## src/rtl/apb_timer.sv

```systemverilog
// APB machine timer: free-running 64-bit mtime with prescaler, 64-bit compare, sticky pending flag
// and a level interrupt. Every APB access completes with exactly one wait state.
module apb_timer #(
  parameter int ADDR_WIDTH     = 32,
  parameter int DATA_WIDTH     = 32,
  parameter int PRESCALE_WIDTH = 16
) (
  input  logic                  clk,
  input  logic                  rts,
  input  logic [ADDR_WIDTH-1:0] APB_paddr,
  input  logic [DATA_WIDTH-1:0] APB_pdata,
  output logic [DATA_WIDTH-1:0] APB_prdata,
  input  logic                  APB_psel,
  input  logic                  APB_penable,
  input  logic                  APB_pwrite,
  input  logic [3:0]            APB_pstb,
  output logic                  APB_pready,
  output logic                  APB_perr,
  output logic                  interrupt,
  output logic                  fsm_state
);

  // Handshake: an access is taken when psel & penable are seen in IDLE; pready, prdata and perr
  // are registered at that edge and held for exactly one cycle (ACK), then return to 0.
  typedef enum logic {
    IDLE = 1'b0,
    ACK  = 1'b1
  } state_t;

  state_t state, state_next;
  logic   access;

  logic [63:0]               mtime, mtime_run, mtime_next;
  logic [63:0]               mtimecmp, mtimecmp_next;
  logic [31:0]               hi_shadow;
  logic                      ctrl_en, ctrl_ie, ctrl_periodic;
  logic                      ie_next, en_next, periodic_next;
  logic                      pending, pending_next;
  logic [PRESCALE_WIDTH-1:0] prescale, prescale_next;
  logic [PRESCALE_WIDTH-1:0] presc_cnt, presc_cnt_next;
  logic [2:0]                reg_sel;
  logic [7:0]                wr_sel;
  logic                      rd;
  logic [31:0]               rdata;
  logic                      match, tick, reload;
  logic                      unused;

  assign reg_sel   = APB_paddr[4:2];
  assign unused    = ^{APB_paddr[ADDR_WIDTH-1:5], APB_paddr[1:0]};
  assign fsm_state = (state == ACK);

  function automatic logic [31:0] merge(input logic [31:0] old, input logic [31:0] wdata,
                                        input logic [3:0] stb);
    logic [31:0] r;
    r = old;
    for (int i = 0; i < 4; i++) begin
      if (stb[i]) r[8*i +: 8] = wdata[8*i +: 8];
    end
    return r;
  endfunction

  always_comb begin
    state_next = state;
    access     = 1'b0;
    case (state)
      IDLE: begin
        if (APB_psel && APB_penable && !APB_pready) begin
          access     = 1'b1;
          state_next = ACK;
        end
      end
      ACK:     state_next = IDLE;
      default: state_next = IDLE;
    endcase
  end

  always_comb begin
    wr_sel = '0;
    if (access && APB_pwrite) wr_sel[reg_sel] = 1'b1;
  end
  assign rd = access && !APB_pwrite;

  always_comb begin
    rdata = '0;
    case (reg_sel)
      3'd0: rdata = mtime[31:0];
      3'd1: rdata = hi_shadow;
      3'd2: rdata = mtimecmp[31:0];
      3'd3: rdata = mtimecmp[63:32];
      3'd4: rdata = {29'b0, ctrl_periodic, ctrl_ie, ctrl_en};
      3'd5: rdata = {31'b0, pending};
      3'd6: rdata = 32'(prescale);
      default: rdata = '0;
    endcase
  end

  assign match  = (mtime >= mtimecmp);
  assign tick   = ctrl_en && (presc_cnt == prescale);
  assign reload = ctrl_en && ctrl_periodic && match;

  // Written bytes of mtime override the tick/reload result; unwritten bytes keep it.
  always_comb begin
    mtime_run  = reload ? 64'd0 : (tick ? mtime + 64'd1 : mtime);
    mtime_next = mtime_run;
    if (wr_sel[0]) mtime_next[31:0]  = merge(mtime_run[31:0], APB_pdata, APB_pstb);
    if (wr_sel[1]) mtime_next[63:32] = merge(mtime_run[63:32], APB_pdata, APB_pstb);
  end

  always_comb begin
    mtimecmp_next = mtimecmp;
    if (wr_sel[2]) mtimecmp_next[31:0]  = merge(mtimecmp[31:0], APB_pdata, APB_pstb);
    if (wr_sel[3]) mtimecmp_next[63:32] = merge(mtimecmp[63:32], APB_pdata, APB_pstb);
  end

  always_comb begin
    en_next       = ctrl_en;
    ie_next       = ctrl_ie;
    periodic_next = ctrl_periodic;
    if (wr_sel[4] && APB_pstb[0]) begin
      en_next       = APB_pdata[0];
      ie_next       = APB_pdata[1];
      periodic_next = APB_pdata[2];
    end
  end

  // A match in the same cycle as a W1C wins: pending stays set.
  assign pending_next = match || (pending && !(wr_sel[5] && APB_pstb[0] && APB_pdata[0]));

  always_comb begin
    prescale_next = prescale;
    if (wr_sel[6]) begin
      for (int i = 0; i < PRESCALE_WIDTH; i++) begin
        if (APB_pstb[i/8]) prescale_next[i] = APB_pdata[i];
      end
    end
  end

  always_comb begin
    presc_cnt_next = presc_cnt;
    if (wr_sel[6])            presc_cnt_next = '0;
    else if (reload || tick)  presc_cnt_next = '0;
    else if (ctrl_en)         presc_cnt_next = presc_cnt + 1'b1;
  end

  always_ff @(posedge clk or posedge rts) begin
    if (rts) begin
      state         <= IDLE;
      mtime         <= '0;
      mtimecmp      <= '1;
      hi_shadow     <= '0;
      ctrl_en       <= 1'b0;
      ctrl_ie       <= 1'b0;
      ctrl_periodic <= 1'b0;
      pending       <= 1'b0;
      prescale      <= '0;
      presc_cnt     <= '0;
      interrupt     <= 1'b0;
      APB_pready    <= 1'b0;
      APB_prdata    <= '0;
      APB_perr      <= 1'b0;
    end else begin
      state         <= state_next;
      mtime         <= mtime_next;
      mtimecmp      <= mtimecmp_next;
      ctrl_en       <= en_next;
      ctrl_ie       <= ie_next;
      ctrl_periodic <= periodic_next;
      pending       <= pending_next;
      prescale      <= prescale_next;
      presc_cnt     <= presc_cnt_next;
      interrupt     <= pending_next && ie_next;
      APB_pready    <= access;
      APB_prdata    <= access ? rdata : '0;
      APB_perr      <= access && (reg_sel == 3'd7);
      if (rd && reg_sel == 3'd0) hi_shadow <= mtime[63:32];
    end
  end

endmodule

```

## config.mk

```make
export PLATFORM = sky130hd
export DESIGN_NAME = apb_timer
export DESIGN_NICKNAME = d
export VERILOG_FILES = /design/src/rtl/apb_timer.sv
export SDC_FILE = /design/constraint.sdc
export NUM_CORES = 1
export LEC_CHECK = 0
export ABC_AREA = 0
export CORE_ASPECT_RATIO = 0.8
export CORE_MARGIN = 5
export CORE_UTILIZATION = 49
export CTS_BUF_LIST = sky130_fd_sc_hd__clkbuf_8
export CTS_CLUSTER_SIZE = 14
export DETAILED_ROUTE_END_ITERATION = 7
export PLACE_DENSITY = 0.65
export RECOVER_POWER = 100
export SLEW_MARGIN = 10
export SYNTH_ARGS = -nofsm -noshare
export SYNTH_HDL_FRONTEND = slang
export SYNTH_SLANG_ARGS = --single-unit
```

## constraint.sdc

```tcl
create_clock -name clk -period 11.05 [get_ports clk]
set_input_delay 2.21 -clock clk [delete_from_list [all_inputs] [get_ports clk]]
set_output_delay 2.21 -clock clk [all_outputs]
set_load 0.05 [all_outputs]
```

==> flow_results.xml, run 1 <==
<?xml version="1.0" encoding="UTF-8"?>
<metrics>
  <group name="synth">
    <metric name="synth_top_cells_by_area" unit="">sky130_fd_sc_hd__dfrtp_1, sky130_fd_sc_hd__dfstp_2, sky130_fd_sc_hd__mux2_2</metric>
    <metric name="post_synth_inst_count" unit="">1276</metric>
    <metric name="ys_warn_count" unit="">0</metric>
    <metric name="syn_nets" unit="">1415</metric>
    <metric name="synthesis.area" unit="sq mm">0.0129</metric>
    <metric name="number_of_synthesized_flops_with_an_enable_pin" unit="">0</metric>
    <metric name="synth.distinct_cells" unit="">53</metric>
    <metric name="ys_ff_latch" unit="">231</metric>
    <metric name="syn_area_per_cell" unit="sq um">10.1</metric>
    <metric name="synth_top_cells_by_count" unit="">sky130_fd_sc_hd__dfrtp_1, sky130_fd_sc_hd__nand2_1, sky130_fd_sc_hd__mux2_2</metric>
    <metric name="yosysTopAreaCellShare" unit="">0.324</metric>
    <metric name="yosysTopAreaCell" unit="">sky130_fd_sc_hd__dfrtp_1</metric>
    <metric name="share_of_flip_flops_with_an_asynchronous_set_or_reset" unit="">1.00</metric>
    <metric name="synth_most_common_cell" unit="">sky130_fd_sc_hd__dfrtp_1</metric>
    <metric name="synth.yosys.seq_area_share" unit="">0.454</metric>
    <metric name="synth_top_flop_cell" unit="">sky130_fd_sc_hd__dfrtp_1</metric>
  </group>
  <group name="clocking">
    <metric name="cts-hold-fix-buffers" unit="">0</metric>
    <metric name="cts_max_level" unit="">2</metric>
    <metric name="cts.clk_slew.worst_paths" unit="ns">0.06</metric>
    <metric name="post_cts_resized" unit="">0</metric>
    <metric name="numCtsBuffers" unit="">40</metric>
    <metric name="clock-sinks" unit="">231</metric>
    <metric name="clk_root_buffer_cell" unit="">sky130_fd_sc_hd__clkbuf_8</metric>
    <metric name="cts_tree" unit="">built</metric>
    <metric name="max_clock_buf_depth" unit="">3</metric>
    <metric name="worstSkewPairLatency" unit="ns">0.54</metric>
    <metric name="postCtsSetupBuffers" unit="">0</metric>
  </group>
  <group name="routing">
    <metric name="drc_errors" unit="">0</metric>
    <metric name="num_vias" unit="">10100</metric>
    <metric name="drt-pass1-iter-count" unit="">5</metric>
    <metric name="routedWlPerCell" unit="um">20.4</metric>
    <metric name="detail_route.vias_per_cell" unit="">5.82</metric>
    <metric name="dr.first_iter.drc_count" unit="">732</metric>
    <metric name="postRouteAntennaNets" unit="">0</metric>
    <metric name="routed_wirelength" unit="mm">35.3</metric>
  </group>
  <group name="worst_setup_path">
    <metric name="worst_ep_required_time" unit="ns">11.51</metric>
    <metric name="regToRegSetupSlack" unit="ns">6.49</metric>
    <metric name="critical_path.startpoint_type" unit="">input port</metric>
    <metric name="critPathMaxFanout" unit="">40</metric>
    <metric name="cp-end-kind" unit="">register</metric>
    <metric name="critical_path.reg2reg.startpoint" unit="">mtimecmp[63]</metric>
    <metric name="register_to_register_path_depth" unit="">10</metric>
    <metric name="arrival" unit="ns">7.80</metric>
    <metric name="setup.worst_path.class" unit="">input port to register</metric>
    <metric name="worstSetupStartpoint" unit="">APB_paddr[3]</metric>
    <metric name="reg_to_reg_critical_path_endpoint" unit="">mtime[0]</metric>
  </group>
  <group name="floorplan">
    <metric name="dieArea" unit="sq mm">0.0297</metric>
    <metric name="floorplan.core_area" unit="sq mm">0.0261</metric>
    <metric name="initial_utilization" unit="">0.494</metric>
    <metric name="core.rowCount" unit="">53</metric>
    <metric name="ioPinCount" unit="">109</metric>
    <metric name="die-height" unit="um">155</metric>
    <metric name="horiz_die_dim" unit="um">191</metric>
  </group>
  <group name="cells_and_area">
    <metric name="design.final.nets" unit="">1484</metric>
    <metric name="post_route_cells_drive_above_1_share" unit="">0.181</metric>
    <metric name="finalCoreUtilization" unit="">0.565</metric>
    <metric name="areaGrowthSynthToFinish" unit="%">14.4</metric>
  </group>
  <group name="status">
    <metric name="run_status" unit="">finished, violations left</metric>
    <metric name="failed_checks" unit="">capacitance limit, slew limit</metric>
  </group>
  <group name="pwr">
    <metric name="ir_drop" unit="uV">101</metric>
    <metric name="power" unit="uW">2980</metric>
    <metric name="power.density" unit="mW/mm^2">202</metric>
    <metric name="power_leakage" unit="uW">0.00605</metric>
  </group>
  <group name="place">
    <metric name="dp_hpwl" unit="mm">24.3</metric>
    <metric name="detailedPlace.worstSlack" unit="ns">5.22</metric>
    <metric name="gp_congestion" unit="">0.856</metric>
    <metric name="numPortBuffers" unit="">79</metric>
  </group>
  <group name="sta">
    <metric name="fin_worst_skew" unit="ns">0.0131</metric>
    <metric name="worst-slew-pin-transition" unit="ns">5.14</metric>
    <metric name="clock.fmax" unit="MHz">136</metric>
    <metric name="grt_setup_unrepaired" unit="">false</metric>
    <metric name="worst_case_setup_margin_in_the_final_layout" unit="ns">3.71</metric>
    <metric name="setup_tns" unit="ns">0</metric>
    <metric name="post-route-min-period" unit="ns">7.34</metric>
    <metric name="timing.final.crit_share" unit="">0.665</metric>
    <metric name="hold_violations" unit="">0</metric>
    <metric name="setup-violations-final" unit="">0</metric>
    <metric name="finalMaxSlewViolations" unit="">278</metric>
    <metric name="slew_headroom" unit="">-2.43</metric>
  </group>
  <group name="global_routing">
    <metric name="wire_length_of_the_first_global_routing_pass" unit="mm">55.9</metric>
    <metric name="grt_max_degree" unit="">115</metric>
    <metric name="antenna_found_initial" unit="">1</metric>
    <metric name="via_count_of_the_first_global_routing_pass" unit="">9943</metric>
    <metric name="grt_usage" unit="">0.238</metric>
    <metric name="globalRoute.totalOverflow" unit="">0</metric>
  </group>
  <group name="min_path">
    <metric name="hold_path.class" unit="">register to register</metric>
    <metric name="timing.hold.worst_path_depth" unit="">1</metric>
    <metric name="timing.hold.worst_endpoint" unit="">hi_shadow[29]</metric>
    <metric name="holdCritStartpoint" unit="">hi_shadow[29]</metric>
  </group>
  <group name="run">
    <metric name="drv.max_cap_violation_count" unit="">7</metric>
  </group>
</metrics>
==> layer usage <==
layer / vias up / wire, um / global-route usage
met5: - / 0 / 0
met4: 0 / 529 / 0.0526
met3: 50 / 2380 / 0.0393
met2: 313 / 15200 / 0.353
met1: 5033 / 17200 / 0.367
li1: 4682 / - / -
==> flip-flops by register name (all words and copies together) (netlist names), 16 cells and up <==
register,cells
APB_prdata,32
hi_shadow,32
mtime,64
mtimecmp,64
presc_cnt,16
prescale,16
==> power breakdown <==
part           total, uW  switching [uW]  internal (uW)
sequential          1330             263           1070
combinational        874             465            410
clock                775             354            422
==> worst max path at each step <==
stage / to / cells past startpoint
global placement: mtimecmp[24] / 8
detailed placement: mtimecmp[24] / 8
finish: mtimecmp[22] / 8
floorplan: APB_perr / 1
CTS: mtimecmp[24] / 8
global route: mtimecmp[16] / 8
==> worst max-delay path: stages <==
cell                            delay (ns)
sky130_fd_sc_hd__dlygate4sd3_1        0.52
sky130_fd_sc_hd__clkbuf_1             1.43
sky130_fd_sc_hd__nor2b_1              0.98
sky130_fd_sc_hd__nor2b_1              0.22
sky130_fd_sc_hd__clkbuf_1             1.12
sky130_fd_sc_hd__nor2b_1              0.45
sky130_fd_sc_hd__nand2_1              0.42
sky130_fd_sc_hd__mux2_2               0.40
==> placed cells by master, fill, tap and decap left out, types with 49 or more instances in the layout <==
cell	synthesis	final
sky130_fd_sc_hd__nand2_1	134	134
sky130_fd_sc_hd__o31ai_1	65	65
sky130_fd_sc_hd__nor2_1	76	76
sky130_fd_sc_hd__a21oi_1	75	75
sky130_fd_sc_hd__dfrtp_1	167	167
sky130_fd_sc_hd__inv_1	75	93
sky130_fd_sc_hd__xnor2_1	63	63
sky130_fd_sc_hd__clkbuf_8	0	49
sky130_fd_sc_hd__ha_1	66	66
sky130_fd_sc_hd__dfstp_2	64	64
sky130_fd_sc_hd__mux2_2	115	115
==> cells by family after synthesis <==
group	share of synthesized area
and+or+nand+nor	0.146
adders and majority gates	0.0640
buffers and inverters	0.0426
xor gates and xnor gates	0.0618
AOI/OAI and AO/OA	0.114
muxes	0.117
DFF	0.454
==> final cells by class <==
cell class                 instances  area [sq um]
clock inverter                    22           111
fill                            2378         11400
tap                              357           447
multi-input combinational        905          6510
timing repair buffer              92           866
inverter                          75           283
sequential                       231          5860
clock buffer                      49           674
antenna                            1          2.50
==> stage by stage <==
step                instance area [sq um]  cells  hold slack, ns
floorplan                           12900   1276           0.471
global placement                    14000   1660           0.490
detailed placement                  14000   1660           0.498
CTS                                 14800   1731           0.510
global route                        14800   1732           0.520
finish                              14800   1732           0.508
Note: power is estimated with default switching activity, not from simulation.
==> inputs of run 2 (changes only) <==
clock period = 7.52 ns   (was 11.05 ns; I/O delays follow)
==> flow_results.xml, run 2 (synthesized netlist as in run 1, its figures left out) <==
<?xml version="1.0" encoding="UTF-8"?>
<metrics>
  <group name="cells_and_area">
    <metric name="biggestRegsByFlops" unit="">mtime x64, mtimecmp x64</metric>
    <metric name="insertedDiodeCount" unit="">0</metric>
    <metric name="areaGrowthSynthToFinish" unit="%">14.4</metric>
    <metric name="post_route_cells_drive_above_1_share" unit="">0.181</metric>
    <metric name="final_common_cell" unit="">sky130_fd_sc_hd__dfrtp_1</metric>
    <metric name="final_area" unit="sq mm">0.0148</metric>
    <metric name="most_frequent_cells_in_the_layout" unit="">sky130_fd_sc_hd__dfrtp_1, sky130_fd_sc_hd__nand2_1, sky130_fd_sc_hd__mux2_2</metric>
    <metric name="design.final.nets" unit="">1487</metric>
  </group>
  <group name="worst_setup_path">
    <metric name="cp-end-kind" unit="">register</metric>
    <metric name="worst_ep_required_time" unit="ns">7.85</metric>
    <metric name="worst_path_most_repeated_cell" unit="">sky130_fd_sc_hd__nor2b_1</metric>
    <metric name="critical-path-slowest-cell" unit="">sky130_fd_sc_hd__clkbuf_1</metric>
    <metric name="setup.worst_path.class" unit="">input port to register</metric>
    <metric name="critPathMaxFanout" unit="">18</metric>
    <metric name="cpPeakStageDelay" unit="ns">1.09</metric>
    <metric name="critical_path_buf_inv_count" unit="">3</metric>
    <metric name="arrival" unit="ns">6.15</metric>
    <metric name="critical_path.startpoint_type" unit="">input port</metric>
    <metric name="crit_chain" unit="">dlygate4sd3_1 &gt; nor2b_1 &gt; clkbuf_1 &gt; nor2b_1 &gt; clkbuf_1 &gt; nor2b_1 &gt; and2_0 &gt; o31ai_1</metric>
    <metric name="path_delay_family" unit="">buffers and inverters</metric>
  </group>
  <group name="floorplan">
    <metric name="dieArea" unit="sq mm">0.0297</metric>
    <metric name="initial_utilization" unit="">0.494</metric>
    <metric name="floorplan.core_area" unit="sq mm">0.0261</metric>
    <metric name="horiz_die_dim" unit="um">191</metric>
    <metric name="die-height" unit="um">155</metric>
    <metric name="core.rowCount" unit="">53</metric>
    <metric name="ioPinCount" unit="">109</metric>
  </group>
  <group name="clocking">
    <metric name="numCtsBuffers" unit="">40</metric>
    <metric name="cts-hold-fix-buffers" unit="">0</metric>
    <metric name="cts_max_level" unit="">2</metric>
    <metric name="clock-sinks" unit="">231</metric>
    <metric name="post_cts_resized" unit="">0</metric>
    <metric name="postCtsSetupBuffers" unit="">0</metric>
    <metric name="cts_tree" unit="">built</metric>
    <metric name="worstSkewPairLatency" unit="ns">0.54</metric>
    <metric name="max_clock_buf_depth" unit="">3</metric>
    <metric name="clk_root_buffer_cell" unit="">sky130_fd_sc_hd__clkbuf_8</metric>
    <metric name="cts.clk_slew.worst_paths" unit="ns">0.06</metric>
  </group>
  <group name="global_routing">
    <metric name="antenna_found_initial" unit="">0</metric>
    <metric name="globalRoute.totalOverflow" unit="">0</metric>
    <metric name="wire_length_of_the_first_global_routing_pass" unit="mm">56.0</metric>
    <metric name="grt_usage" unit="">0.238</metric>
    <metric name="grt_max_degree" unit="">127</metric>
    <metric name="via_count_of_the_first_global_routing_pass" unit="">10000</metric>
  </group>
  <group name="routing">
    <metric name="postRouteAntennaNets" unit="">0</metric>
    <metric name="routedWlPerCell" unit="um">20.2</metric>
    <metric name="drc_errors" unit="">0</metric>
    <metric name="dr.first_iter.drc_count" unit="">667</metric>
    <metric name="drt-pass1-iter-count" unit="">5</metric>
    <metric name="routed_wirelength" unit="mm">35.0</metric>
    <metric name="detail_route.vias_per_cell" unit="">5.80</metric>
    <metric name="num_vias" unit="">10100</metric>
  </group>
  <group name="sta">
    <metric name="finalMaxSlewViolations" unit="">182</metric>
    <metric name="setup-violations-final" unit="">0</metric>
    <metric name="timing.final.crit_share" unit="">0.773</metric>
    <metric name="setup_tns" unit="ns">0</metric>
    <metric name="clock.fmax" unit="MHz">172</metric>
    <metric name="worst-slew-pin-transition" unit="ns">2.28</metric>
    <metric name="hold_violations" unit="">0</metric>
    <metric name="post-route-min-period" unit="ns">5.82</metric>
    <metric name="grt_setup_unrepaired" unit="">false</metric>
    <metric name="slew_headroom" unit="">-0.521</metric>
    <metric name="fin_worst_skew" unit="ns">0.0268</metric>
  </group>
  <group name="place">
    <metric name="detailed_place.area" unit="sq mm">0.0140</metric>
    <metric name="dp_hpwl" unit="mm">24.2</metric>
    <metric name="gp_congestion" unit="">0.870</metric>
    <metric name="numPortBuffers" unit="">79</metric>
  </group>
  <group name="pwr">
    <metric name="power_leakage" unit="uW">0.00606</metric>
    <metric name="power.density" unit="mW/mm^2">295</metric>
    <metric name="ir_drop" unit="uV">140</metric>
  </group>
  <group name="min_path">
    <metric name="hold_path.class" unit="">register to register</metric>
  </group>
  <group name="run">
    <metric name="drv.max_cap_violation_count" unit="">6</metric>
  </group>
  <group name="status">
    <metric name="run_status" unit="">finished, violations left</metric>
    <metric name="failed_checks" unit="">capacitance limit, slew limit</metric>
  </group>
</metrics>
-- run 2: path summary, 6_finish.rpt --
kind | startpoint | to | slack (ns) | cells after the start
setup / recovery | APB_paddr[2] | mtime[60] | 1.70 | 8
hold / removal | hi_shadow[18] | hi_shadow[18] | 0.51 | 1
setup reg to reg | mtimecmp[61] | presc_cnt[15] | 2.02 | 10
hold reg to reg | hi_shadow[18] | hi_shadow[18] | 0.51 | 1
max in group asynchronous | rts | hi_shadow[5] | 4.15 | 3
min in group asynchronous | rts | APB_prdata[1] | 1.76 | 2
-- run 2: area by class of cell --
class	count	area (sq um)
flip-flops and latches	231	5860
well taps	357	447
inverters	75	283
clock buffers	51	702
multi-input cells	905	6490
fillers	2356	11400
repair buffers	95	893
clock inverters	21	81.3
-- run 2: where the power goes --
part,switching [uW],internal (uW),leakage (uW)
Clock,516,606,0.000476
Combinational,676,602,0.00284
Sequential,383,1570,0.00275
-- run 2: worst register-to-register path, stage by stage, from the launching register on --
cell,delay (ns)
sky130_fd_sc_hd__dfstp_1,0.55
sky130_fd_sc_hd__inv_1,0.06
sky130_fd_sc_hd__ha_1,0.29
sky130_fd_sc_hd__nand4_1,0.27
sky130_fd_sc_hd__nor3_1,0.31
sky130_fd_sc_hd__or4b_1,0.56
sky130_fd_sc_hd__nor4_1,0.49
sky130_fd_sc_hd__a41oi_1,0.22
sky130_fd_sc_hd__a21oi_1,1.55
sky130_fd_sc_hd__buf_4,0.79
sky130_fd_sc_hd__nor3_1,0.18
-- run 2: per-layer routing --
layer  wire length, um  global-route usage  vias up
met3              2300              0.0444       44
met4               561              0.0561        0
met2             15200               0.350      324
li1                  -                   -     4685
met5                 0                   0        -
met1             16900               0.366     5007
-- run 2: metrics by stage --
step	cells	total power [uW]	worst slack (ns)	utilization	hold slack, ns
5_1_grt	1735	4660	1.54	0.565	0.524
2_1_floorplan	1276	2810	3.05	-	0.471
4_1_cts	1735	4380	3.01	0.567	0.512
6_report	1735	4350	1.70	0.565	0.508
3_3_place_gp	1663	3190	2.67	0.537	0.491
3_5_place_dp	1663	3240	2.66	0.537	0.498
==> edit (config.mk and constraints of run 2) <==
The output `interrupt` loses its register stage (`interrupt` becomes a continuous assignment).
--- a/src/rtl/apb_timer.sv
+++ b/src/rtl/apb_timer.sv
@@ -154,7 +154,6 @@
       pending       <= 1'b0;
       prescale      <= '0;
       presc_cnt     <= '0;
-      interrupt     <= 1'b0;
       APB_pready    <= 1'b0;
       APB_prdata    <= '0;
       APB_perr      <= 1'b0;
@@ -168,7 +167,6 @@
       pending       <= pending_next;
       prescale      <= prescale_next;
       presc_cnt     <= presc_cnt_next;
-      interrupt     <= pending_next && ie_next;
       APB_pready    <= access;
       APB_prdata    <= access ? rdata : '0;
       APB_perr      <= access && (reg_sel == 3'd7);
@@ -176,5 +174,7 @@
     end
   end
 
+  assign interrupt = pending_next && ie_next;
+
 endmodule
 
Behaviour: not the same (Yosys sat finds a counterexample within 4 cycles, from zero or initial values).
==> edit against run 2 <==
The run still ends with capacitance limit, slew limit left. Area after synthesis shrank 0.19%. Sequential cell count is 1 lower. Power is 0.62% higher. Sequential share of layout area down 0.072 points. Wire length increased by 1.6%. Fmax shrank 10%. Setup slack worse by 650 ps. Cell area down 0.25%. Highest routed layer unchanged.
==> edit: results (changes against run 2) <==
| Metric | Value |
|---|---|
| Outcome | finished, violations left |
| Failing checks | capacitance limit, slew limit |
| Max_cap viols | 10 (+4) |
| Hpwl dp | 24.7 mm (+1.8%) |
| Post_cts resized | 0 (unchanged) |
| Hold path startpoint | hi_shadow[26]$_DFFE_PP0P_ |
| DP Cell Count | 1662 (-0.060%) |
| Synth top area cells | dfrtp_1 32%, dfstp_2 13%, mux2_2 10% |
| Worst hold margin | 507 ps (-1.01 ps) |
| Number of DRC markers in iteration 0 | 870 (+30%) |
| Post-Syn Instances | 1275 (-0.078%) |
| Max-Slew Margin vs Limit | -90.3% (-38 points) |
| Vias in the first global route | 10200 (+1.7%) |
| Xor/xnor share of the synthesized area | 6.19% (+0.012 points) |
| Leakage | 0.00603 uW (-0.52%) |
| Setup crit end | interrupt |
| Post-Route M1 WL | 16.8 mm (-0.75%) |
| Mux cell area share after synthesis | 11.7% (+0.023 points) |
| Register bit total from synthesis | 230 (-0.43%) |
| Post-place setup slack | 2440 ps (-214 ps) |
| Max IR drop VDD | 0.191 mV (+36%) |
| Internal power | 2780 uW (-0.10%) |
| Hold endpoint | hi_shadow[26]$_DFFE_PP0P_ |
| Avg WL per Cell | 20.5 um (+1.6%) |
| First-pass GRT wire length | 57.0 mm (+1.8%) |
| WL final | 35.5 mm (+1.6%) |
| Final nets | 1486 (-0.067%) |
| Final clock skew | 22.5 ps (-4.25 ps) |
| PnR worst setup slack | 1060 ps (-646 ps) |
| Sw Ratio | 36.6% (+0.46 points) |
| Met3 WL | 2.42 mm (+5.0%) |
| CTS Root Cell | clkbuf_8 |
| Compound-Gate Fraction of Synth Area | 11.5% (+0.022 points) |
| Worst min-delay path class | reg -> reg |
| Met1 Usage GRT | 36.4% (-0.25 points) |
| Total global-route track usage | 24.1% (+0.29 points) |
| Largest net degree at the start of global routing | 97 (-24%) |
| Layout cells sized above 1 | 18.0% (-0.086 points) |
| Antenna violations before repair | 1 (+1) |
| Wire length on met2 | 15.7 mm (+3.2%) |
| Max-slew violation count | 411 (+130%) |
| Synth top cells by count | 166 x dfrtp_1, 134 x nand2_1, 115 x mux2_2 |
| Seq/Total Area, Yosys | 45.3% (-0.11 points) |
| R2R Path End | presc_cnt[10]$_DFFE_PP0P_ |
| Syn_nets | 1414 (-0.071%) |
| GR met3 Demand/Resource | 4.55% (+0.11 points) |
| GRT met2 Usage | 36.2% (+1.3 points) |
| Final GP Congestion | 0.866 (-0.52%) |
| Seq group | 1960 uW |
| CP arrival | 4960 ps (-1190 ps) |
| Post-Synth Adder-Cell Area | 6.41% (+0.012 points) |
edit: changes by cell type in the layout (fill, tap and decap cells not counted):
cell | before | now
clkbuf_2 | 0 | 1
dlygate4sd3_1 | 40 | 39
buf_12 | 1 | 0
and2_0 | 7 | 6
buf_4 | 7 | 4
nor3_4 | 0 | 1
dfrtp_1 | 167 | 166
nor3_2 | 1 | 0
clkinvlp_4 | 0 | 2
and2_1 | 6 | 7
clkbuf_1 | 8 | 12
edit: cell type report:
cell class,instances,area (um^2)
Inverter,75,283
Timing Repair Buffer,95,861
Clock inverter,23,96.3
Fill cell,2339,11300
Tap cell,357,447
Multi-Input combinational cell,905,6500
Clock buffer,51,702
Sequential cell,230,5840
edit: worst max-delay path, stage by stage:
cell           delay (ps)
dlygate4sd3_1         520
clkbuf_1             1310
nor2b_1                90
clkbuf_1              480
nand3b_1              340
mux2_2                370
a21boi_0              120
buf_4                 210
